**config.mk**
```make
export PLATFORM = sky130hd
export DESIGN_NAME = lfsr_sat_cnt
export DESIGN_NICKNAME = d
export VERILOG_FILES = /design/src/rtl/lfsr_sat_cnt.sv
export SDC_FILE = /design/constraint.sdc
export NUM_CORES = 1
export LEC_CHECK = 0
export BUFFER_PORTS_ARGS = -buffer_cell sky130_fd_sc_hd__buf_4
export CAP_MARGIN = 20
export CORE_UTILIZATION = 47
export CTS_CLUSTER_SIZE = 25
export DETAILED_ROUTE_END_ITERATION = 7
export GPL_ROUTABILITY_DRIVEN = 1
export HOLD_SLACK_MARGIN = 0.15
export PLACE_DENSITY = 0.72
export SETUP_SLACK_MARGIN = 0.05
export SKIP_LAST_GASP = 1
export SYNTH_ARGS = -nofsm -noshare
export SYNTH_HDL_FRONTEND = slang
export SYNTH_SLANG_ARGS = --single-unit
```
**constraint.sdc**
```tcl
create_clock -name clk -period 1.9 [get_ports clk]
set_clock_uncertainty 0.1 [all_clocks]
set_input_delay 0.095 -clock clk [delete_from_list [all_inputs] [get_ports clk]]
set_output_delay 0.095 -clock clk [all_outputs]
set_load 0.01 [all_outputs]
```
**src/rtl/lfsr_sat_cnt.sv**
```systemverilog
// Saturating up-counter with synchronous clear; a clear in the same cycle as an
// increment loads the increment value instead of zero.
module lfsr_sat_cnt #(
  parameter int Width    = 16,
  parameter int IncWidth = 1
) (
  input  logic                clk,
  input  logic                rstn,
  input  logic                clr,
  input  logic                inc,
  input  logic [IncWidth-1:0] inc_val,
  output logic [Width-1:0]    cnt
);

  localparam int SumW = ((Width > IncWidth) ? Width : IncWidth) + 1;
  localparam logic [SumW-1:0] MaxVal = SumW'({Width{1'b1}});

  logic [SumW-1:0]  base;
  logic [SumW-1:0]  sum;
  logic [Width-1:0] sat;

  assign base = clr ? '0 : SumW'(cnt);
  assign sum  = base + SumW'(inc_val);
  assign sat  = (sum > MaxVal) ? '1 : sum[Width-1:0];

  always_ff @(posedge clk) begin
    if (!rstn) begin
      cnt <= '0;
    end else if (clr || inc) begin
      cnt <= inc ? sat : '0;
    end
  end

endmodule

```
==> results of run 1 <==
[worst max-delay path, delay by kind of cell (launching register included)]
family                     cells  cell delay (ns)
AOI/OAI and AO/OA              1             0.07
adders and majority gates      2             0.30
buffers and inverters          3             0.39
DFF                            1             0.33
and+or+nand+nor                3             0.46
[power groups by stage]
stage               Sequential, uW  Clock [uW]  Combinational (uW)
detailed placement             347           0                42.7
finish                         340         177                55.4
floorplan                      348           0                20.2
global placement               347           0                42.1
CTS                            340         178                47.6
global route                   340         197                60.4
[layer usage]
layer | track usage [%] | part of all wire, %
met5 | 0 | 0
met4 | 11.2 | 1.5
met3 | 3.92 | 4.8
met2 | 40.3 | 49
met1 | 32.2 | 45
[layout make-up]
cell class	count	area [sq um]	area share [%]
Timing Repair Buffer	36	282	21.7
Tap cell	25	31.3	2.41
Sequential cell	16	322	24.8
Inverter	4	15.0	1.16
Clock buffer	3	22.5	1.74
Multi-Input combinational cell	88	624	48.2
[cell usage after synthesis]
library cell | number | share of area (%)
nand2_1 | 5 | 2.0
and3_1 | 3 | 2.0
xnor2_1 | 4 | 3.8
o21a_1 | 2 | 1.6
nand3b_4 | 1 | 2.1
a31o_2 | 2 | 1.9
nor3_1 | 7 | 3.8
nor3b_1 | 1 | 0.81
nor2_1 | 4 | 1.6
a21boi_1 | 1 | 0.81
nor4_2 | 1 | 1.3
nand4b_1 | 1 | 0.94
inv_1 | 4 | 1.6
nand2b_1 | 7 | 4.7
nand4_1 | 3 | 2.0
nand3b_1 | 2 | 1.6
a21oi_1 | 10 | 5.4
o31a_1 | 4 | 3.8
a31oi_1 | 2 | 1.3
buf_4 | 1 | 0.81
nor4b_1 | 1 | 0.94
and2_1 | 1 | 0.67
nor4_4 | 1 | 2.3
clkbuf_1 | 2 | 0.81
nand3_1 | 7 | 3.8
a311oi_1 | 2 | 1.9
o21ai_0 | 5 | 2.7
nor2b_1 | 5 | 3.4
and2_0 | 1 | 0.67
nor4_1 | 3 | 2.0
ha_1 | 2 | 2.7
dfxtp_1 | 16 | 34
[what timing repair did]
action | CTS | global route
hold buffers | 3 | 0
pin swaps | 0 | 3
endpoints found under the hold margin | 12 | 0
endpoints found under the setup margin | 1 | 16
setup buffers | 0 | 5
gates resized for setup | 1 | 10
[final timing paths]
path                start      end  slack (ns)  cells after the start
setup / recovery   cnt[0]  cnt[14]        0.13                      9
hold / removal        clr  cnt[14]        0.19                      4
setup reg to reg   cnt[0]  cnt[14]        0.13                      9
hold reg to reg   cnt[15]   cnt[8]        0.45                      2
[metrics by stage]
step	hold slack, ns	area (sq um)
2_1_floorplan	0.0853	940
3_3_place_gp	0.227	1170
3_5_place_dp	0.231	1170
4_1_cts	0.175	1220
5_1_grt	0.221	1300
6_report	0.194	1300
[cell families (layout without fill, tap and decap cells)]
family,count (synthesis),count (layout)
simple gates,54,54
fa+ha+maj,2,2
compound gates,28,28
flops,16,16
xor+xnor,4,4
buf+inv,7,43
==> results.sh, run 1 <==
export IMPL_status="complete, no violations"
export IMPL_grt_pass1_vias=899
export IMPL_synthToLayoutAreaGrowth_pct=39.1
export IMPL_final_antenna_net_count=0
export IMPL_ys_types=32
export IMPL_critical_path_required_ns=1.96
export IMPL_layout_cells_most_common="buf_4"
export IMPL_fin_crit_ns=1.77
export IMPL_portBuffers=20
export IMPL_clkPwrFrac_pct=31.0
export IMPL_synth_compound_area_share_pct=19.3
export IMPL_swShare_pct=23.2
export IMPL_cts_buffer_depth=2
export IMPL_rsz0062_at_grt="no"
export IMPL_drt_pass1_iter_count=5
export IMPL_placeableCoreArea_sq_um=1780
export IMPL_fin_nets=156
export IMPL_antenna_cells=0
export IMPL_finalCoreUtilization_pct=72.7
export IMPL_startpoint_type="flip-flop"
export IMPL_hold_class="in2reg"
export IMPL_top_register="cnt"
export IMPL_synth_top_family_by_area="simple AND/OR/NAND/NOR gates"
export IMPL_critPathMaxFanout=6
export IMPL_largest_reg_flops=16
export IMPL_dp_slack_ns=0.0648
export IMPL_grt_max_degree=15
export IMPL_cp_slowest_cell="dfxtp_2"
export IMPL_avgSynthCellArea_sq_um=8.40
export IMPL_path_clk_slew_ns=0.09
export IMPL_ys_seq_area_share_pct=34.4
export IMPL_grt_pass1_wl_microns=3820
export IMPL_syn_area_sq_um=932
export IMPL_clock_sinks=16
export IMPL_io_pins=21
export IMPL_combinationalPowerShare_pct=9.7
export IMPL_place_congestion=0.854
export IMPL_drt_iter0_drc=22
export IMPL_yosys_warnings=0
export IMPL_min_period_over_period_pct=93.3
export IMPL_p_int_uw=440
export IMPL_grt_total_usage_pct=25.0
export IMPL_drive_above_1_share_pct=32.0
export IMPL_dp_hpwl_microns=1740
export IMPL_cap_violations=0
export IMPL_leakage_uw=0.000548
export IMPL_setup_tns_final_ns=0
export IMPL_p_sw_uw=133
export IMPL_clk_latency_ns=0.28
export IMPL_finalWorstSetupSlack_ns=0.128
export IMPL_synth_mux_area_fraction_pct=0
export IMPL_cp_end_kind="flip-flop"
export IMPL_overflow=0
export IMPL_synth_seq_cells=16
export IMPL_top_regs="cnt x16"
export IMPL_slew_headroom_pct=80.6
export IMPL_peakVddDrop_mv=0.365
export IMPL_p_per_area_nw_per_um2=442
export IMPL_cts_root_buf="clkbuf_4"
export IMPL_cts_buffers=3
export IMPL_critPathKind="reg2reg"
export IMPL_yosys_area_share_xor_xnor_pct=3.76
export IMPL_via_per_inst=5.85
export IMPL_vias=1007
export IMPL_htreeDepth=1
export IMPL_most_common_layout_cells="buf_4, dfxtp_1, a21oi_1"
export IMPL_synthAdderAreaFrac_pct=2.68
export IMPL_final_cells=172
export IMPL_path_cells="nor2b_4 > ha_4 > ha_4 > nand2_4 > nor4_4 > buf_6 > buf_4 > buf_4 > a311oi_1"
export IMPL_row_count=15
export IMPL_synthSimpleGateAreaFrac_pct=36.6
export IMPL_p_total_uw=573
export IMPL_die_y_microns=46.5
export IMPL_worstMarginPinSlew_ns=0.288
export IMPL_die_area_sq_um=2170
export IMPL_nFillCells=141
export IMPL_antenna_found_initial=0
export IMPL_routed_wl_microns=2470
export IMPL_die_w_microns=46.5
export IMPL_max_freq_ghz=0.564
export IMPL_p_seq_share_pct=59.3
export IMPL_drc=0
export IMPL_finalSetupViolCount=0
export IMPL_synth_nets=118
export IMPL_cp_data_arrival_time_ns=1.83
export IMPL_initial_core_util_pct=52.3
export IMPL_postSynthCellCount=111
export IMPL_cp_slowest_stage_delay_ns=0.33
export IMPL_final_hold_viol_count=0
export IMPL_cts_tree="yes"
export IMPL_finalMaxSlewViolations=0
export IMPL_avgRoutedWirePerCell_microns=14.4
export IMPL_place_inst=161
No activity file was read; power rests on OpenSTA's default activity.
==> run 2, diff against run 1 <==
CORE_MARGIN = 3   (was not set)
clock period = 1.6 ns   (was 1.9 ns; I/O delays follow)
==> run 2 against run 1 <==
  * Sequential share of layout area is 3.4 points lower
  * Worst setup slack worse by 0.33 ns
  * Register-to-register slack worse by 0.33 ns
  * Hold slack worse by 0.14 ns
  * Flip-flop and latch count stayed put
  * Largest power group unchanged
  * Critical path type unchanged
  * The flow now finishes with violations (setup timing)
  * Clock power is 58% higher
  * Largest cell class unchanged
==> results.sh, run 2 (synthesis results as in run 1) <==
export IMPL_cp_slowest_stage_delay_ns=0.34
export IMPL_status="finished, violations left"
export IMPL_hold_class="in2reg"
export IMPL_antenna_cells=0
export IMPL_cts_tree="yes"
export IMPL_fin_crit_ns=1.80
export IMPL_avgRoutedWirePerCell_microns=16.1
export IMPL_cap_violations=0
export IMPL_min_period_over_period_pct=112
export IMPL_drt_pass1_iter_count=4
export IMPL_path_buf_inv=2
export IMPL_portBuffers=20
export IMPL_violations="setup timing"
export IMPL_place_congestion=0.919
export IMPL_dp_hpwl_microns=1950
export IMPL_antenna_found_initial=0
export IMPL_top_regs="cnt x16"
export IMPL_grt_total_usage_pct=23.3
export IMPL_critPathKind="reg2reg"
export IMPL_peakVddDrop_mv=0.356
export IMPL_reg2reg_from="cnt[0]"
export IMPL_critPathTopFamily="simple AND/OR/NAND/NOR gates"
export IMPL_nFillCells=112
export IMPL_cts_root_buf="clkbuf_4"
export IMPL_startpoint_type="flip-flop"
export IMPL_drc=0
export IMPL_worstMarginPinSlew_ns=0.387
export IMPL_leakage_uw=0.000681
export IMPL_final_antenna_net_count=0
export IMPL_final_hold_viol_count=0
export IMPL_p_per_area_nw_per_um2=505
export IMPL_slew_headroom_pct=74.0
export IMPL_grt_max_degree=15
export IMPL_p_total_uw=758
export IMPL_row_count=15
export IMPL_via_per_inst=5.89
export IMPL_most_common_layout_cells="buf_4, dfxtp_1, a21oi_1"
export IMPL_cts_buffers=3
export IMPL_max_freq_ghz=0.556
export IMPL_cp_end_kind="flip-flop"
export IMPL_critPathMaxFanout=5
export IMPL_drt_iter0_drc=33
export IMPL_grt_pass1_vias=955
export IMPL_cp_slowest_cell="dfxtp_2"
export IMPL_ctsHoldBuffers=3
export IMPL_path_cells="nor2b_4 > ha_4 > buf_4 > nand3_4 > nor4_4 > buf_4 > a31o_2 > nand3_1"
export IMPL_clock_sinks=16
export IMPL_placeableCoreArea_sq_um=1800
export IMPL_rsz0062_at_grt="yes"
export IMPL_cp_data_arrival_time_ns=1.88
export IMPL_critPathMostFrequentCell="buf_4"
export IMPL_vias=1101
export IMPL_layout_cells_most_common="buf_4"
export IMPL_fin_nets=170
export IMPL_finalWorstSetupSlack_ns=-0.198
export IMPL_synthToLayoutAreaGrowth_pct=60.9
export IMPL_initial_core_util_pct=51.7
export IMPL_die_w_microns=50.5
export IMPL_io_pins=21
export IMPL_cts_buffer_depth=2
export IMPL_path_clk_slew_ns=0.10
export IMPL_largest_reg_flops=16
export IMPL_finalSetupViolCount=13
export IMPL_top_register="cnt"
export IMPL_fin_hold_ws_ns=0.0552
export IMPL_crit_path_start="cnt[0]"
export IMPL_min_from="inc_val"
export IMPL_grt_pass1_wl_microns=4490
export IMPL_critical_path_required_ns=1.68
export IMPL_htreeDepth=1
export IMPL_die_y_microns=50.5
export IMPL_drive_above_1_share_pct=43.8
export IMPL_clk_latency_ns=0.30
export IMPL_overflow=0
export IMPL_die_area_sq_um=2550
export IMPL_routed_wl_microns=3010
export IMPL_finalMaxSlewViolations=0
==> run 2: cell types whose count changed in the layout (fill, tap and decap cells not counted), moves of 2 or more <==
| cell | before | now |
|---|---|---|
| buf_4 | 32 | 46 |
| nand3_1 | 7 | 5 |
| nor3_1 | 7 | 5 |
| nor4_1 | 3 | 1 |
| nor4_4 | 1 | 3 |
==> run 2: what timing repair did <==
action / CTS / global route
buffers inserted: 0 / 5
endpoints found under the hold margin: 16 / 1
gates resized for setup: 3 / 12
endpoints found under the setup margin: 16 / 16
pin swaps: 2 / 9
==> run 2: cell type report <==
class	instances	area, sq um	area share, %
multi-input cells	88	709	47.3
repair buffers	50	387	25.8
clock buffers	4	36.3	2.42
well taps	25	31.3	2.09
inverters	4	15.0	1.00
flip-flops and latches	16	322	21.4
==> run 2: report_power, final <==
group / total [uW] / switching [uW] / internal (uW)
Sequential: 403 / 1.67 / 402
Clock: 280 / 141 / 139
Combinational: 74.7 / 36.5 / 38.2
==> run 2: worst min-delay path, cell delays in order <==
cell	delay [ns]
buf_4	0.09
ha_4	0.12
a21oi_2	0.03
a21oi_1	0.10
==> run 2: final timing paths <==
check	depth (start not counted)	endpoint	slack [ns]
worst min register to register	2	cnt[8]	0.47
worst max register to register	8	cnt[13]	-0.20
worst min-delay path	4	cnt[0]	0.06
worst max-delay path	8	cnt[13]	-0.20
==> run 2: through the flow <==
step	utilization, %	std cells	setup slack, ns	TNS, ns	area (sq um)
after floorplan	-	111	-0.107	-0.830	985
after global placement	73.5	176	-0.0854	-0.431	1320
after detailed placement	73.5	176	-0.132	-0.943	1320
after CTS	78.2	183	-0.137	-1.11	1410
after global routing	83.3	187	-0.328	-2.98	1500
final	83.3	187	-0.198	-1.39	1500
==> run 2: metal layers <==
metal	track usage, %	up-vias	share of wire [%]
met3	2.97	4	4.7
met1	31.8	530	46
met2	36.3	41	48
met5	0	-	0
met4	10.8	0	0.83
li1	-	526	-
==> run 3, diff against run 2 <==
CORE_UTILIZATION = 40   (was 47)
CTS_CLUSTER_DIAMETER = 120   (was not set)
PLACE_DENSITY = 0.62   (was 0.72)
==> run 3 against run 2 <==
  * The flow still finishes with violations (setup timing)
  * Via count is 1.0% lower
  * Critical path depth stayed put
  * Non-clock buffer count is 4 higher
  * Core utilization is 8.9 points lower
  * Global-route usage is 0.86 points lower
  * Register-to-register slack better by 0.06 ns
  * Critical path type unchanged
  * Highest routed layer unchanged
==> results.sh, run 3 (synthesis results as in run 1) <==
export IMPL_status="finished, violations left"
export IMPL_violations="setup timing"
export IMPL_most_common_layout_cells="buf_4, dfxtp_1, dlygate4sd3_1"
export IMPL_routed_wl_microns=3030
export IMPL_layout_cells_most_common="buf_4"
export IMPL_cp_data_arrival_time_ns=1.85
export IMPL_final_cells=193
export IMPL_drt_pass1_iter_count=4
export IMPL_antenna_cells=0
export IMPL_die_y_microns=54.3
export IMPL_cp_end_kind="flip-flop"
export IMPL_vias=1090
export IMPL_slew_headroom_pct=73.8
export IMPL_peakVddDrop_mv=0.324
export IMPL_drc=0
export IMPL_final_hold_viol_count=0
export IMPL_overflow=0
export IMPL_avgRoutedWirePerCell_microns=15.7
export IMPL_startpoint_type="flip-flop"
export IMPL_finalWorstSetupSlack_ns=-0.135
export IMPL_min_period_over_period_pct=108
export IMPL_max_freq_ghz=0.577
export IMPL_worstMarginPinSlew_ns=0.392
export IMPL_top_regs="cnt x16"
export IMPL_swShare_pct=24.4
export IMPL_nFillCells=149
export IMPL_clkPwrFrac_pct=36.8
export IMPL_critical_path_required_ns=1.71
export IMPL_finalCoreUtilization_pct=74.3
export IMPL_rrSetupSlack_ns=-0.13
export IMPL_grt_pass1_vias=1079
export IMPL_grtUsageMet1_pct=25.7
export IMPL_dp_hpwl_microns=1960
export IMPL_hold_class="in2reg"
export IMPL_fin_nets=174
export IMPL_leakage_uw=0.000685
export IMPL_top_register="cnt"
export IMPL_grt_busiest_layer="met2"
export IMPL_antenna_found_initial=0
export IMPL_drt_iter0_drc=28
export IMPL_die_area_sq_um=2950
export IMPL_cts_root_buf="clkbuf_4"
export IMPL_die_w_microns=54.3
export IMPL_placeableCoreArea_sq_um=2080
export IMPL_place_inst=177
export IMPL_p_seq_share_pct=51.9
export IMPL_combinationalPowerShare_pct=11.3
export IMPL_synthToLayoutAreaGrowth_pct=66.0
export IMPL_multiInputGateArea_sq_um=696
export IMPL_initial_core_util_pct=44.8
export IMPL_via_per_inst=5.65
export IMPL_cap_violations=0
export IMPL_gr_usage_met3_pct=4.90
export IMPL_rsz0062_at_grt="yes"
export IMPL_cts_buffers=3
export IMPL_cts_tree="yes"
export IMPL_clk_latency_ns=0.30
export IMPL_dp_slack_ns=-0.110
export IMPL_fin_crit_ns=1.73
export IMPL_finalSetupViolCount=14
export IMPL_place_congestion=0.837
export IMPL_row_count=16
export IMPL_portBuffers=20
export IMPL_clock_sinks=16
export IMPL_largest_reg_flops=16
export IMPL_final_antenna_net_count=0
export IMPL_grt_total_usage_pct=22.4
export IMPL_finalMaxSlewViolations=0
export IMPL_drive_above_1_share_pct=43.4
export IMPL_p_int_uw=587
export IMPL_critPathKind="reg2reg"
export IMPL_grt_met2_usage_pct=41.6
export IMPL_cts_buffer_depth=2
export IMPL_critPathMaxFanout=5
export IMPL_grt_pass1_wl_microns=4820
export IMPL_io_pins=21
export IMPL_htreeDepth=1
export IMPL_path_clk_slew_ns=0.11
export IMPL_p_per_area_nw_per_um2=502
export IMPL_regArea_sq_um=322
export IMPL_grt_max_degree=15
export IMPL_p_sw_uw=189
==> run 3: cell types whose count changed in the layout (fill, tap and decap cells not counted), moves of 2 or more <==
cell and change:
a21oi_1 -2, a21oi_2 +2, buf_4 -3, dlygate4sd3_1 +5
==> run 3: final timing paths <==
path,end,from,depth (start not counted)
max reg2reg,cnt[12],cnt[0],8
min reg2reg,cnt[12],cnt[14],2
min,cnt[0],inc_val,4
max,cnt[12],cnt[0],8
==> run 3: area by class of cell <==
class                           count  area share (%)
Sequential cell                    16            20.8
Tap cell                           27            2.18
Multi-Input combinational cell     88            44.9
Clock buffer                        4            2.34
Timing Repair Buffer               54            28.8
Inverter                            4           0.970
==> run 3: what timing repair did <==
action | in CTS | in global routing
gates resized for setup | 4 | 14
gates cloned | 0 | 1
pin swaps | 5 | 4
endpoints found under the setup margin | 16 | 16
endpoints found under the hold margin | 16 | 12
hold buffers | 7 | 1
setup buffers | 1 | 2
==> run 3: routing by layer <==
| layer | wire length [microns] | part of all wire, % |
|---|---|---|
| met5 | 0 | 0 |
| met2 | 1580 | 52 |
| met1 | 1320 | 43 |
| met3 | 106 | 3.5 |
| met4 | 32 | 1.1 |
==> run 3: power by group through the flow <==
stage / Combinational (uW) / Clock (uW) / Sequential [uW]
after floorplan: 28.8 / 0 / 414
after global placement: 65.1 / 0 / 412
after detailed placement: 67.8 / 0 / 412
after CTS: 80.9 / 294 / 403
after global routing: 93.8 / 312 / 404
final: 87.8 / 286 / 403
==> run 3: critical path, cell delays in order (launching register included) <==
cell	delay (ns)
dfxtp_2	0.34
nor2b_4	0.17
ha_4	0.17
ha_4	0.14
nand2_4	0.06
nor4_4	0.19
buf_6	0.16
a21boi_1	0.06
a311oi_1	0.24
==> run 3: metrics by stage <==
| step | power (uW) | hold WS (ns) | TNS (ns) | area, sq um |
|---|---|---|---|---|
| after floorplan | 443 | 0.0628 | -0.830 | 985 |
| after global placement | 477 | 0.216 | -0.343 | 1330 |
| after detailed placement | 480 | 0.221 | -0.782 | 1330 |
| after CTS | 778 | -0.0142 | -1.08 | 1460 |
| after global routing | 809 | 0.0775 | -2.81 | 1550 |
| final | 777 | 0.0665 | -1.17 | 1550 |
